`src/rtl/muldiv_sequencer_pkg.sv`:
```
// Shared ALU definitions: operation codes, FSM states
// and the decoder helpers for the multi-cycle unit.
package muldiv_sequencer_pkg;

    localparam int OP_W = 5;

    localparam logic [OP_W-1:0] OP_ADD   = 5'd0;
    localparam logic [OP_W-1:0] OP_SLL   = 5'd10;
    localparam logic [OP_W-1:0] OP_MULHU = 5'd15;
    localparam logic [OP_W-1:0] OP_DIVU  = 5'd16;
    localparam logic [OP_W-1:0] OP_REMU  = 5'd17;

    typedef enum logic [1:0] {
        ST_IDLE = 2'd0,
        ST_BUSY = 2'd1,
        ST_DONE = 2'd2
    } md_state_e;

    // True for any op handled by the multi-cycle unit.
    function automatic logic is_muldiv(input logic [OP_W-1:0] op);
        return (op == OP_MULHU) || (op == OP_DIVU) || (op == OP_REMU);
    endfunction

    // True for the divide family (quotient or remainder).
    function automatic logic is_div(input logic [OP_W-1:0] op);
        return (op == OP_DIVU) || (op == OP_REMU);
    endfunction

endpackage

```
`src/rtl/muldiv_iter_step.sv`:
```
// One combinational iteration of shift-add multiply
// or restoring divide over a 2*XLEN accumulator.
module muldiv_iter_step
    import muldiv_sequencer_pkg::*;
#(
    parameter int XLEN = 32
) (
    input  logic              mode_div_i,
    input  logic [2*XLEN-1:0] acc_i,
    input  logic [XLEN-1:0]   b_i,
    output logic [2*XLEN-1:0] acc_o
);

    logic [XLEN:0] mul_sum;
    logic [XLEN:0] div_sh;
    logic [XLEN:0] div_diff;
    logic          div_ok;

    // Multiply: acc = {partial, multiplier}; add b when the
    // multiplier LSB is set, then shift right with carry.
    // Divide: acc = {remainder, dividend/quotient}; shift
    // left, trial-subtract b, keep the difference if it fits.
    always_comb begin
        mul_sum  = {1'b0, acc_i[2*XLEN-1:XLEN]}
                 + (acc_i[0] ? {1'b0, b_i} : '0);
        div_sh   = acc_i[2*XLEN-1:XLEN-1];
        div_diff = div_sh - {1'b0, b_i};
        div_ok   = ~div_diff[XLEN];
        if (mode_div_i) begin
            acc_o = {(div_ok ? div_diff[XLEN-1:0] : div_sh[XLEN-1:0]),
                     acc_i[XLEN-2:0], div_ok};
        end else begin
            acc_o = {mul_sum, acc_i[XLEN-1:1]};
        end
    end

endmodule

```
`src/rtl/muldiv_sequencer.sv`:
```
// Multi-cycle MULHU/DIVU/REMU unit: IDLE/BUSY/DONE FSM,
// iteration counter and latched operands around one step.
module muldiv_sequencer
    import muldiv_sequencer_pkg::*;
#(
    parameter int XLEN  = 32,
    parameter int CNT_W = 6
) (
    input  logic            clk,
    input  logic            rst_n,
    input  logic            start,
    input  logic [4:0]      op,
    input  logic [XLEN-1:0] operand_a,
    input  logic [XLEN-1:0] operand_b,
    input  logic            flush,
    output logic            stall,
    output logic            busy,
    output logic            result_valid,
    output logic [XLEN-1:0] result
);

    localparam logic [CNT_W-1:0] LAST = CNT_W'(XLEN - 1);

    md_state_e         state_q, state_d;
    logic [4:0]        op_q, op_d;
    logic [XLEN-1:0]   b_q, b_d;
    logic [CNT_W-1:0]  cnt_q, cnt_d;
    logic [2*XLEN-1:0] acc_q, acc_d;
    logic [XLEN-1:0]   result_q, result_d;
    logic [2*XLEN-1:0] step_acc;
    logic              accept;

    muldiv_iter_step #(
        .XLEN(XLEN)
    ) u_step (
        .mode_div_i(is_div(op_q)),
        .acc_i     (acc_q),
        .b_i       (b_q),
        .acc_o     (step_acc)
    );

    // Next-state, datapath update and handshake outputs.
    always_comb begin
        state_d  = state_q;
        op_d     = op_q;
        b_d      = b_q;
        cnt_d    = cnt_q;
        acc_d    = acc_q;
        result_d = result_q;
        accept   = start && is_muldiv(op) && !flush
                 && (state_q == ST_IDLE);
        unique case (state_q)
            ST_IDLE: begin
                if (accept) begin
                    op_d  = op;
                    b_d   = operand_b;
                    cnt_d = '0;
                    acc_d = {{XLEN{1'b0}}, operand_a};
                    if (is_div(op) && (operand_b == '0)) begin
                        state_d  = ST_DONE;
                        result_d = (op == OP_DIVU) ? '1 : operand_a;
                    end else begin
                        state_d = ST_BUSY;
                    end
                end
            end
            ST_BUSY: begin
                if (flush) begin
                    state_d = ST_IDLE;
                end else begin
                    acc_d = step_acc;
                    cnt_d = cnt_q + CNT_W'(1);
                    if (cnt_q == LAST) begin
                        state_d = ST_DONE;
                        if (op_q == OP_DIVU) begin
                            result_d = step_acc[XLEN-1:0];
                        end else begin
                            result_d = step_acc[2*XLEN-1:XLEN];
                        end
                    end
                end
            end
            ST_DONE: begin
                state_d = ST_IDLE;
            end
            default: begin
                state_d = ST_IDLE;
            end
        endcase
        stall        = !flush && (accept || (state_q == ST_BUSY));
        busy         = (state_q == ST_BUSY);
        result_valid = (state_q == ST_DONE) && !flush;
        result       = result_q;
    end

    // State and datapath registers with synchronous reset.
    always_ff @(posedge clk) begin
        if (!rst_n) begin
            state_q  <= ST_IDLE;
            op_q     <= '0;
            b_q      <= '0;
            cnt_q    <= '0;
            acc_q    <= '0;
            result_q <= '0;
        end else begin
            state_q  <= state_d;
            op_q     <= op_d;
            b_q      <= b_d;
            cnt_q    <= cnt_d;
            acc_q    <= acc_d;
            result_q <= result_d;
        end
    end

endmodule

```
`config.mk`:
```
export PLATFORM = sky130hd
export DESIGN_NAME = muldiv_sequencer
export DESIGN_NICKNAME = d
export VERILOG_FILES = /design/src/rtl/muldiv_sequencer_pkg.sv /design/src/rtl/muldiv_iter_step.sv /design/src/rtl/muldiv_sequencer.sv
export SDC_FILE = /design/constraint.sdc
export NUM_CORES = 1
export LEC_CHECK = 0
export ABC_AREA = 1
export BUFFER_PORTS_ARGS = -buffer_cell sky130_fd_sc_hd__buf_2
export CORE_AREA = 2 2 141 143
export CTS_CLUSTER_DIAMETER = 40
export CTS_CLUSTER_SIZE = 10
export DETAILED_ROUTE_END_ITERATION = 10
export DIE_AREA = 0 0 143 145
export GPL_TIMING_DRIVEN = 0
export PLACE_DENSITY = 0.95
export RECOVER_POWER = 25
export SETUP_SLACK_MARGIN = 0.4
export SLEW_MARGIN = 10
export SYNTH_ARGS = -nofsm -noshare
export SYNTH_HDL_FRONTEND = slang
export SYNTH_SLANG_ARGS = --single-unit
```
`constraint.sdc`:
```
create_clock -name clk -period 6.3 [get_ports clk]
set_input_delay 1.26 -clock clk [delete_from_list [all_inputs] [get_ports clk]]
set_output_delay 1.26 -clock clk [all_outputs]
set_load 0.01 [all_outputs]
```
# Yosys cells after proc, flatten, opt, wreduce, memory -nomap -nowiden
# Index checks and enable logic that the tools add are counted.
# totals
output_inout_bits,35
reg_bits,141
word_cells,63
inputBits,73
# classes
bitwise_logic,1
add_sub_neg,3
eq_ne,13
n_mux,21
reduce_logical,19
# op_table
cell,count
32-bit two-way mux,8
64-bit two-way mux,3
64-bit one-hot mux with 2 select lines,1
32-bit one-hot mux with 2 select lines,1
32-bit by 33-bit adder with 33-bit output,1
33-bit by 32-bit subtractor with 33-bit output,1
32-bit logical NOT,1
5-bit equality test (second input constant),4
6-bit two-way mux,2
6-bit one-hot mux with 2 select lines,1
2-bit two-way mux,4
6-bit by 1-bit adder with 6-bit output (second input constant),1
6-bit by 5-bit equality test with 1-bit output (second input constant),1
1-bit logical AND,6
5-bit by 4-bit equality test with 1-bit output (second input constant),1
1-bit logical OR,5
5-bit AND reduction,1
2-bit by 1-bit != test with 1-bit output (second input constant),2
2-bit != test (second input constant),2
2-bit one-hot mux with 2 select lines,1
2-bit AND reduction,2
3-bit by 2-bit != test with 1-bit output (second input constant),1
3-bit AND reduction,1
2-bit by 1-bit equality test with 1-bit output (second input constant),1
other kinds (5),5

# Longest topological paths before layout
# Gate-level depths: netlist (run 1).
# logic_depth
word_depth,8
depth_mapped,21
depth_no_buf,20

# By module
# From an unflattened synthesis (run 1), not the netlist that was laid out.
# hier_totals
cells_unflattened,2301
hier_area_um2,13050.0
# modules_own_cells
module,cells_each,instances,area_per_inst_um2,seq_area_each_um2
muldiv_sequencer,1001,1,6677.7,2822.7
muldiv_iter_step,1300,1,6372.4,0.0

# Worst setup path before layout (run 1)
# Ideal clock, no wire load.
# synth_timing
kind,input -> output
startpoint,input port op[1]
endpoint,output port stall
setup_slack_ps,3034
n_path_buf,0
arrival_time_ps,2006
stages,6
required_ps,5040
path_cell_list,inv_1 -> nand2_1 -> nor3_2 -> a41o_1 -> nand3_2 -> nand2_1
# synth_via
elab_chain_len,8
word_cells_on_any_way,10
cone_classes,eq/ne: 3; reduce/logical: 7
# synth_rtl
element,line_no,text
from (decl),muldiv_sequencer.sv:12,"input logic [4:0] op,"
5-bit by 4-bit equality test with 1-bit output or 5-bit equality test (tied branches),muldiv_sequencer_pkg.sv:21,return (op == OP_MULHU) || (op == OP_DIVU) || (op == OP_REMU);
1-bit logical OR,muldiv_sequencer_pkg.sv:21,
1-bit logical OR (*),muldiv_sequencer_pkg.sv:21,
1-bit logical AND (*) (2 in a row),muldiv_sequencer.sv:50,accept = start && is_muldiv(op) && !flush
1-bit logical AND (*),muldiv_sequencer.sv:51,&& (state_q == ST_IDLE);
1-bit logical OR (*),muldiv_sequencer.sv:90,stall = !flush && (accept || (state_q == ST_BUSY));
1-bit logical AND (*),muldiv_sequencer.sv:90,
to (decl),muldiv_sequencer.sv:16,"output logic stall,"
# Every way passes the cells marked *; elsewhere a longest branch is shown, timed or not.

# Final worst setup path (run 1)
# Ends and elaborated chain as after synthesis.

==> results of run 1 <==
==> metrics by stage <==
stage	worst slack, ns	instance area [um2]	hold WS [ns]	instances
after floorplan	3.03	12300	0.425	2139
after global placement	2.14	13100	0.433	2511
after detailed placement	2.10	13100	0.444	2511
after CTS	2.08	13700	0.452	2543
after global routing	1.43	13700	0.464	2543
final	1.41	13700	0.457	2543
==> final cells by class <==
type / instances / area share, %
timing repair buffer: 107 / 3.62
clock inverter: 14 / 0.871
sequential: 141 / 20.7
buffer: 82 / 2.86
clock buffer: 18 / 3.22
inverter: 338 / 9.29
multi-input combinational: 1578 / 57.0
tap: 265 / 2.43
==> registers in the layout (all words and copies together) (netlist names) <==
name	count
state_q	2
op_q	5
cnt_q	6
result	32
acc_q	64
b_q	32
==> critical path: cells and delay by family <==
| kind | cells | cell delay [ns] |
|---|---|---|
| buffers and inverters | 3 | 0.38 |
| AO/OA/AOI/OAI | 1 | 0.25 |
| AND/OR/NAND/NOR | 4 | 1.73 |
==> metal layers <==
metal	share of wire [%]	vias up	global-route usage, %
li1	-	7082	-
met1	40	6586	57.5
met2	44	894	66.7
met3	11	183	8.18
met4	5.2	0	19.8
met5	0	-	0
==> Yosys cell counts (all sizes together) <==
cell,n
o21a,5
dfxtp,141
a211oi,1
o22ai,1
a21oi,259
clkinv,1
and3,3
nor2,138
nand2,715
or2,11
a21o,1
and2,4
nor3,16
nand3,133
nor4,9
buf,25
nand4,13
a31oi,30
o211ai,1
ha,65
nand3b,15
inv,337
xnor2,8
fa,2
xor2,8
a41o,1
a22oi,1
o21bai,7
clkbuf,57
nor3b,3
o21ai,128
==> where the power goes <==
part	leakage [uW]	total [uW]	switching, uW	internal [uW]
registers	0.00114	902	4.30	898
logic	0.00538	477	320	157
clock network	0.000265	981	454	527
==> worst paths after layout <==
kind              depth (start not counted)                   from  slack, ns                     end
hold / removal                            2   op_q[2]$_SDFFE_PN0P_       0.46    op_q[2]$_SDFFE_PN0P_
setup reg to reg                         13  acc_q[0]$_SDFFE_PN0P_       2.81  result[8]$_SDFFE_PN0P_
setup / recovery                          8                  op[1]       1.41                   stall
hold reg to reg                           2   op_q[2]$_SDFFE_PN0P_       0.46    op_q[2]$_SDFFE_PN0P_
==> cell families after synthesis <==
family,Yosys count,synth area share [%]
simple gates,1060,36.3
compound gates,435,19.1
buf+inv,420,13.5
flops,141,23.0
fa+ha+maj,67,6.95
xor+xnor,16,1.14
==> results_dict.tcl, run 1 <==
set metrics [dict create \
    syn_to_final_growth_pct 11.2 \
    grt_max_degree 17 \
    path_clk_slew_ns 0.06 \
    required_ns 5.04 \
    cts_tree "built" \
    leakagePower_uw 0.00678 \
    slew_headroom_pct 35.2 \
    n_fill_cell 1742 \
    drc_errors 0 \
    startpoint_type "primary input" \
    synth_warnings 0 \
    grt_pass1_wl_um 69400 \
    critical_path_class "in -> out" \
    crit_chain "clkbuf_1 -> inv_1 -> nand2_1 -> nor3_1 -> a41o_1 -> nand3_1 -> nand2_1 -> buf_2" \
    skew_ns 0.0128 \
    cp_slowest_cell "nor3_1" \
    synth_cell_types 46 \
    rows 51 \
    cts_num_sinks 141 \
    insertion_delay_ns 0.43 \
    htreeDepth 4 \
    via_per_inst 5.80 \
    critPathMostFrequentCell "nand2_1" \
    tns_ns 0 \
    nets 2405 \
    vias 14745 \
    crit_fanout 10 \
    drtIter0Drc 2148 \
    firstDrtPassIters 6 \
    grt_use_total_pct 43.0 \
    ant_nets 0 \
    ir_worst_vdd_mv 0.219 \
    clock_tree.root_cell "clkbuf_16" \
    rsz0062_at_grt "no" \
    final_hold_viol_count 0 \
    gp_congestion 0.992 \
    antenna_cells 0 \
    die_h_um 145 \
    clock.fmax_mhz 204 \
    max_stage_delay_ns 0.62 \
    end_kind "primary output" \
    hold_path_class "reg -> reg" \
    finalCritPeriodShare_pct 77.6 \
    drive_gt1_share_pct 8.69 \
    cts.hold.buffers_added 0 \
    synth.cell_area_mm2 0.0123 \
    status "completed" \
    synth_top_area_share_pct 23.0 \
    slew_violations 0 \
    clockBufferDepth 2 \
    drv_cap 0 \
    grt_overflow 0 \
    port_buffers 107 \
    antenna_found_initial 0 \
    synth_area_leader_cell "dfxtp_1" \
    totalWireLength_um 44900 \
    wl_per_cell_um 17.7 \
    min_period_ns 4.89 \
    die_area_mm2 0.0207 \
    die_x_um 143 \
    numCtsBuffers 17 \
    start_util_pct 63.9 \
    synth_cells 2139 \
    worstMarginPinSlew_ns 0.972 \
    power_uw 2360 \
    core_mm2 0.0192 \
    seqCellArea_mm2 0.00282 \
    post-cts-setup-buffers 0 \
    cts_resized 0 \
    io_pins 108 \
    dpl.hpwl_um 36100 \
    cp.arrival_ns 3.63 \
    avgSynthCellArea_um2 5.74 \
    synth_area_leaders "dfxtp_1, nand2_1, inv_1" \
    p_per_area_mw_per_mm2 173 \
    seq_area_frac_synth_pct 23.0 \
    ys_seq_elements 141 \
    grt_pass1_vias 13480 \
    layout_common_cells "nand2_1, inv_1, a21oi_1" \
    syn-num-nets 2279 \
    multi_input_area_mm2 0.00778 \
    layout_commonest_cell "nand2_1" \
    fin_util_pct 71.1 \
    finalSetupViolCount 0 \
]
No activity file was read; power rests on OpenSTA's default activity.
==> inputs of run 2 (changes only) <==
--- a/config.mk
+++ b/config.mk
@@ -5,15 +5,15 @@
 export SDC_FILE = /design/constraint.sdc
 export NUM_CORES = 1
 export LEC_CHECK = 0
-export ABC_AREA = 1
+export ABC_AREA = 0
 export BUFFER_PORTS_ARGS = -buffer_cell sky130_fd_sc_hd__buf_2
-export CORE_AREA = 2 2 141 143
+export CORE_AREA = 2 2 140 142
 export CTS_CLUSTER_DIAMETER = 40
 export CTS_CLUSTER_SIZE = 10
 export DETAILED_ROUTE_END_ITERATION = 10
-export DIE_AREA = 0 0 143 145
+export DIE_AREA = 0 0 142 144
 export GPL_TIMING_DRIVEN = 0
-export PLACE_DENSITY = 0.95
+export PLACE_DENSITY = 0.87
 export RECOVER_POWER = 25
 export SETUP_SLACK_MARGIN = 0.4
 export SLEW_MARGIN = 10
==> constraint.sdc (replaced) <==
create_clock -name clk -period 4 [get_ports clk]
set_input_delay 0.8 -clock clk [delete_from_list [all_inputs] [get_ports clk]]
set_output_delay 0.8 -clock clk [all_outputs]
set_load 0.01 [all_outputs]
==> results_dict.tcl, run 2 <==
set metrics [dict create \
    largest_register_ffs 64 \
    grt_pass1_vias 11317 \
    firstDrtPassIters 11 \
    crit_chain "and2_4 -> ha_4 -> a211oi_4 -> nor3_2 -> o41a_1 -> a221o_1 -> a311oi_2 -> o31ai_2 -> o31a_1 -> or4_1 -> a31oi_2 -> o31ai_1" \
    ir_worst_vdd_mv 0.322 \
    port_buffers 106 \
    clock_tree.root_cell "clkbuf_16" \
    power_uw 3840 \
    r2r_start "acc_q[0]$_SDFFE_PN0P_" \
    async_flop_share_pct 0 \
    rsz0062_at_grt "yes" \
    multi_input_area_mm2 0.00742 \
    totalWireLength_um 39500 \
    die_h_um 144 \
    cts_num_sinks 141 \
    synth_warnings 0 \
    crit_fanout 6 \
    violations "design-rule violations" \
    hold-path-endpoint "result[12]$_SDFFE_PN0P_" \
    status "finished, violations left" \
    synth_common_cells "nand2_1, a21oi_1, dfxtp_1, nor2_1, clkbuf_1" \
    skew_ns 0.0124 \
    htreeDepth 4 \
    hold_start "result[12]$_SDFFE_PN0P_" \
    drive_gt1_share_pct 13.5 \
    end_kind "flop" \
    grt_use_total_pct 36.6 \
    antenna_found_initial 1 \
    reg2reg_slack_ns 0.16 \
    layout_common_cells "nand2_1, a21oi_1, dfxtp_1" \
    synth_area_leader_cell "dfxtp_1" \
    slew_headroom_pct 30.2 \
    drtIter0Drc 1854 \
    top_layer "met4" \
    syn_to_final_growth_pct 21.5 \
    drc_errors 2 \
    max_stage_delay_ns 0.47 \
    clockBufferDepth 2 \
    numCtsBuffers 17 \
    cp_slowest_cell "o41a_1" \
    wl_per_cell_um 21.8 \
    ys_seq_elements 141 \
    drv_cap 0 \
    synth_top_area_share_pct 27.5 \
    met1_length_um 14300 \
    synthFlopType "dfxtp_1" \
    synth_cells 1414 \
    grt_overflow 0 \
    wl_met2_um 17000 \
    dpl.hpwl_um 28000 \
    cp.arrival_ns 4.15 \
    critical_path_class "reg -> reg" \
    seqCellArea_mm2 0.00283 \
    rows 51 \
    avgSynthCellArea_um2 7.26 \
    synth_cell_types 75 \
    holdPathStages 2 \
    tns_ns 0 \
    synth.cell_area_mm2 0.0103 \
    required_ns 4.31 \
    synth-edff-count 0 \
    core_mm2 0.0191 \
    ant_nets 0 \
    die_x_um 142 \
    n_fill_cell 1569 \
    clock.fmax_mhz 260 \
    setup_slack_ns 0.161 \
    hold_path_class "reg -> reg" \
    rr_worst_depth 12 \
    reg2reg_to "acc_q[62]$_SDFFE_PN0P_" \
    via_per_inst 6.81 \
    p_per_area_mw_per_mm2 308 \
    leakagePower_uw 0.00485 \
    finalSetupViolCount 0 \
    die_area_mm2 0.0204 \
    insertion_delay_ns 0.45 \
    startpoint_type "flop" \
    min_period_ns 3.84 \
    worstMarginPinSlew_ns 1.05 \
    nets 1702 \
    cts.hold.buffers_added 0 \
    io_pins 108 \
    cts_tree "built" \
    layout_commonest_cell "nand2_1" \
    top_register "acc_q" \
    seq_area_frac_synth_pct 27.5 \
    grt_max_degree 17 \
    syn-num-nets 1554 \
    slew_violations 0 \
    wl_met3_um 4860 \
    grt_pass1_wl_um 57700 \
    vias 12346 \
    path_clk_slew_ns 0.07 \
    synth_area_leaders "dfxtp_1, nand2_1, a21oi_1" \
    gp_congestion 1.03 \
    start_util_pct 53.8 \
    yosysMostFrequentCell "nand2_1" \
    finalCritPeriodShare_pct 96.0 \
    final_hold_viol_count 0 \
    place_ws_ns -0.639 \
]
-- run 2: changes by cell type after synthesis, moves of 22 or more --
cell      previous run  this run
a211oi_1             1        23
a21oi_1            238       164
a221oi_1             0        33
and2_1               4        37
inv_1              332        42
nand2_1            682       239
nand2_2             31         0
nand3_1            131        22
o21ai_0            127        49
o21ai_1              1        41
-- run 2: worst max-delay path, delay by kind of cell (launching register included) --
family	cells	cell delay (ns)
compound gates	8	2.37
simple gates	3	0.70
flops	1	0.43
fa+ha+maj	1	0.20
-- run 2: final cells by class --
class	count	area share, %
Timing Repair Buffer	129	5.87
Clock inverter	13	1.44
Sequential cell	141	22.7
Multi-Input combinational cell	1144	59.5
Tap cell	238	2.39
Inverter	44	1.34
Buffer	85	3.15
Clock buffer	19	3.63
Antenna cell	1	0.0200
-- run 2: worst max-delay path by stage --
stage	slack (ns)	startpoint	to
final	0.16	acc_q[0]$_SDFFE_PN0P_	acc_q[62]$_SDFFE_PN0P_
after global routing	0.10	op[1]	stall
after CTS	0.37	acc_q[31]$_SDFFE_PN0P_	result[22]$_SDFFE_PN0P_
after detailed placement	-0.64	acc_q[31]$_SDFFE_PN0P_	result[22]$_SDFFE_PN0P_
after global placement	-0.65	acc_q[31]$_SDFFE_PN0P_	result[22]$_SDFFE_PN0P_
after floorplan	0.43	acc_q[0]$_SDFFE_PN0P_	acc_q[62]$_SDFFE_PN0P_
-- run 2: cell families (layout without fill, tap and decap cells) --
group	count (synthesis)	after routing	synth area share, %
mux	18	18	1.80
fa+ha+maj	67	67	8.31
buf+inv	129	290	4.81
xor+xnor	55	55	4.69
flops	141	141	27.5
other cells	0	1	0
simple gates	538	538	23.6
compound gates	466	466	29.3
-- run 2: metal layers --
metal | vias to the layer above | GRT usage (%)
li1 | 5435 | -
met1 | 5638 | 43.5
met2 | 950 | 57.5
met3 | 323 | 9.70
met4 | 0 | 25.7
met5 | - | 0
-- run 2: power by group --
group | internal, uW | switching (uW) | total [uW]
registers | 1410 | 9.93 | 1420
logic | 286 | 380 | 666
clock network | 1030 | 722 | 1750
-- run 2: repair_timing --
item	CTS	global route
endpoints found under the setup margin	96	63
pin swaps	16	43
endpoints found under the hold margin	0	0
cloned	1	1
setup buffers	7	14
gates resized for setup	52	77
-- run 2: metrics by stage --
step                      instance area [um2]  util [%]  cells  hold WS (ns)
after floorplan                         10300         -   1414         0.440
after global placement                  11100      58.2   1758         0.429
after detailed placement                11100      58.2   1758         0.439
after CTS                               12100      63.3   1798         0.451
after global routing                    12500      65.4   1814         0.482
final                                   12500      65.4   1814         0.453
==> inputs of run 3 (changes only) <==
--- a/config.mk
+++ b/config.mk
@@ -7,14 +7,15 @@
 export LEC_CHECK = 0
 export ABC_AREA = 0
 export BUFFER_PORTS_ARGS = -buffer_cell sky130_fd_sc_hd__buf_2
-export CORE_AREA = 2 2 140 142
+export CAP_MARGIN = 20
+export CORE_AREA = 2 2 155 157
 export CTS_CLUSTER_DIAMETER = 40
 export CTS_CLUSTER_SIZE = 10
 export DETAILED_ROUTE_END_ITERATION = 10
-export DIE_AREA = 0 0 142 144
+export DIE_AREA = 0 0 157 159
 export GPL_TIMING_DRIVEN = 0
-export PLACE_DENSITY = 0.87
-export RECOVER_POWER = 25
+export PLACE_DENSITY = 0.75
+export RECOVER_POWER = 100
 export SETUP_SLACK_MARGIN = 0.4
 export SLEW_MARGIN = 10
 export SYNTH_ARGS = -nofsm -noshare
==> results_dict.tcl, run 3 (synthesis results as in run 2) <==
set metrics [dict create \
    cp.arrival_ns 4.17 \
    startpoint_type "flop" \
    clock.fmax_mhz 259 \
    ir_worst_vdd_mv 0.218 \
    die_x_um 157 \
    die_area_mm2 0.0250 \
    startpoint "acc_q[31]$_SDFFE_PN0P_" \
    critPathCapture "result[16]$_SDFFE_PN0P_" \
    grt_use_total_pct 30.1 \
    nets 1717 \
    antenna_found_initial 1 \
    totalWireLength_um 39800 \
    htreeDepth 4 \
    finalSetupViolCount 0 \
    p_per_area_mw_per_mm2 292 \
    die_h_um 159 \
    clock_tree.root_cell "clkbuf_16" \
    multi_input_area_mm2 0.00737 \
    end_kind "flop" \
    io_pins 108 \
    start_util_pct 44.3 \
    top_register "acc_q" \
    n_fill_cell 2211 \
    r2r_start "acc_q[31]$_SDFFE_PN0P_" \
    drv_cap 0 \
    grt_pass1_vias 10919 \
    path_clk_slew_ns 0.07 \
    firstDrtPassIters 9 \
    final_area_mm2 0.0126 \
    dpl.hpwl_um 29300 \
    instances_no_fill 1909 \
    rr_worst_depth 19 \
    drc_errors 0 \
    placed_area_mm2 0.0112 \
    leakagePower_uw 0.00487 \
    via_per_inst 6.31 \
    clockBufferDepth 2 \
    drtIter0Drc 1487 \
    rows 56 \
    finalCritPeriodShare_pct 96.4 \
    status "completed" \
    port_buffers 106 \
    layout_commonest_cell "nand2_1" \
    hold_path_class "reg -> reg" \
    dpl.cell_count 1839 \
    largest_register_ffs 64 \
    wl_per_cell_um 20.9 \
    cts_num_sinks 141 \
    hold_ws_ns 0.447 \
    rsz0062_at_grt "yes" \
    setup_slack_ns 0.145 \
    final_hold_viol_count 0 \
    slew_headroom_pct 37.7 \
    gp_congestion 0.962 \
    syn_to_final_growth_pct 22.6 \
    seqCellArea_mm2 0.00283 \
    hold_start "result[18]$_SDFFE_PN0P_" \
    min_period_ns 3.86 \
    cts_tree "built" \
    critical_path_class "reg -> reg" \
    worstMarginPinSlew_ns 0.926 \
    insertion_delay_ns 0.44 \
    numCtsBuffers 17 \
    skew_ns 0.0107 \
    required_ns 4.32 \
    slew_violations 0 \
    reg2reg_slack_ns 0.14 \
    core_mm2 0.0232 \
    drive_gt1_share_pct 13.5 \
    grt_max_degree 17 \
    vias 12044 \
    crit_fanout 5 \
    grt_overflow 0 \
    ant_nets 0 \
    reg2reg_to "result[16]$_SDFFE_PN0P_" \
    grt_pass1_wl_um 58500 \
    place_ws_ns -0.751 \
    layout_common_cells "nand2_1, a21oi_1, dfxtp_1" \
]
## run 3: cell type report
class	instances	area share (%)
buffer	85	3.18
sequential	141	22.5
clock inverter	12	0.914
clock buffer	19	3.44
multi-input combinational	1144	58.5
antenna	1	0.0199
timing repair buffer	144	6.95
tap	319	3.17
inverter	44	1.31
## run 3: per-stage QoR
step | setup TNS, ns | power (uW) | utilization, %
after floorplan | 0 | 1720 | -
after global placement | -25.26 | 1900 | 48.3
after detailed placement | -31.38 | 1900 | 48.3
after CTS | 0 | 3530 | 52.7
after global routing | 0 | 3750 | 54.3
final | 0 | 3680 | 54.3
## run 3: routing by layer
metal  global-route usage (%)  share of wire, %  vias up
met3                     7.08                11      187
met4                     16.6               5.6        0
met5                        0                 0        -
met2                     47.5                45      765
met1                     37.6                38     5621
li1                         -                 -     5471
## run 3: worst min-delay path by stage
stage | slack [ns] | depth (start not counted) | to
2_1_floorplan | 0.44 | 2 | op_q[4]$_SDFFE_PN0P_
3_3_place_gp | 0.43 | 1 | result[8]$_SDFFE_PN0P_
3_5_place_dp | 0.43 | 1 | result[22]$_SDFFE_PN0P_
4_1_cts | 0.45 | 2 | result[18]$_SDFFE_PN0P_
5_1_grt | 0.47 | 2 | result[16]$_SDFFE_PN0P_
6_report | 0.45 | 2 | result[18]$_SDFFE_PN0P_
## run 3: where the power goes
part           total [uW]  switching (uW)  internal [uW]
clock                1550             697            856
combinational         706             384            321
sequential           1420            10.1           1410
## run 3: repair_timing
item / CTS / global route
pin swaps: 23 / 53
setup buffers: 13 / 23
gates resized for setup: 70 / 90
setup endpoints to repair: 119 / 75
cloned: 1 / 1
hold buffers: 0 / 0
## run 3: critical path, stage by stage (launching register included)
cell and delay (ns):
dfxtp_4 0.38, inv_2 0.07, ha_4 0.14, inv_2 0.04, fa_1 0.46, a211oi_1 0.26, o31ai_1 0.17, o31ai_4 0.23
a21oi_2 0.09, buf_6 0.14, o31ai_4 0.23, xor2_2 0.17, buf_6 0.15, buf_8 0.13, buf_6 0.12, buf_8 0.12
mux2i_1 0.21, nor2_1 0.07, nor3_1 0.40, o21ai_1 0.13
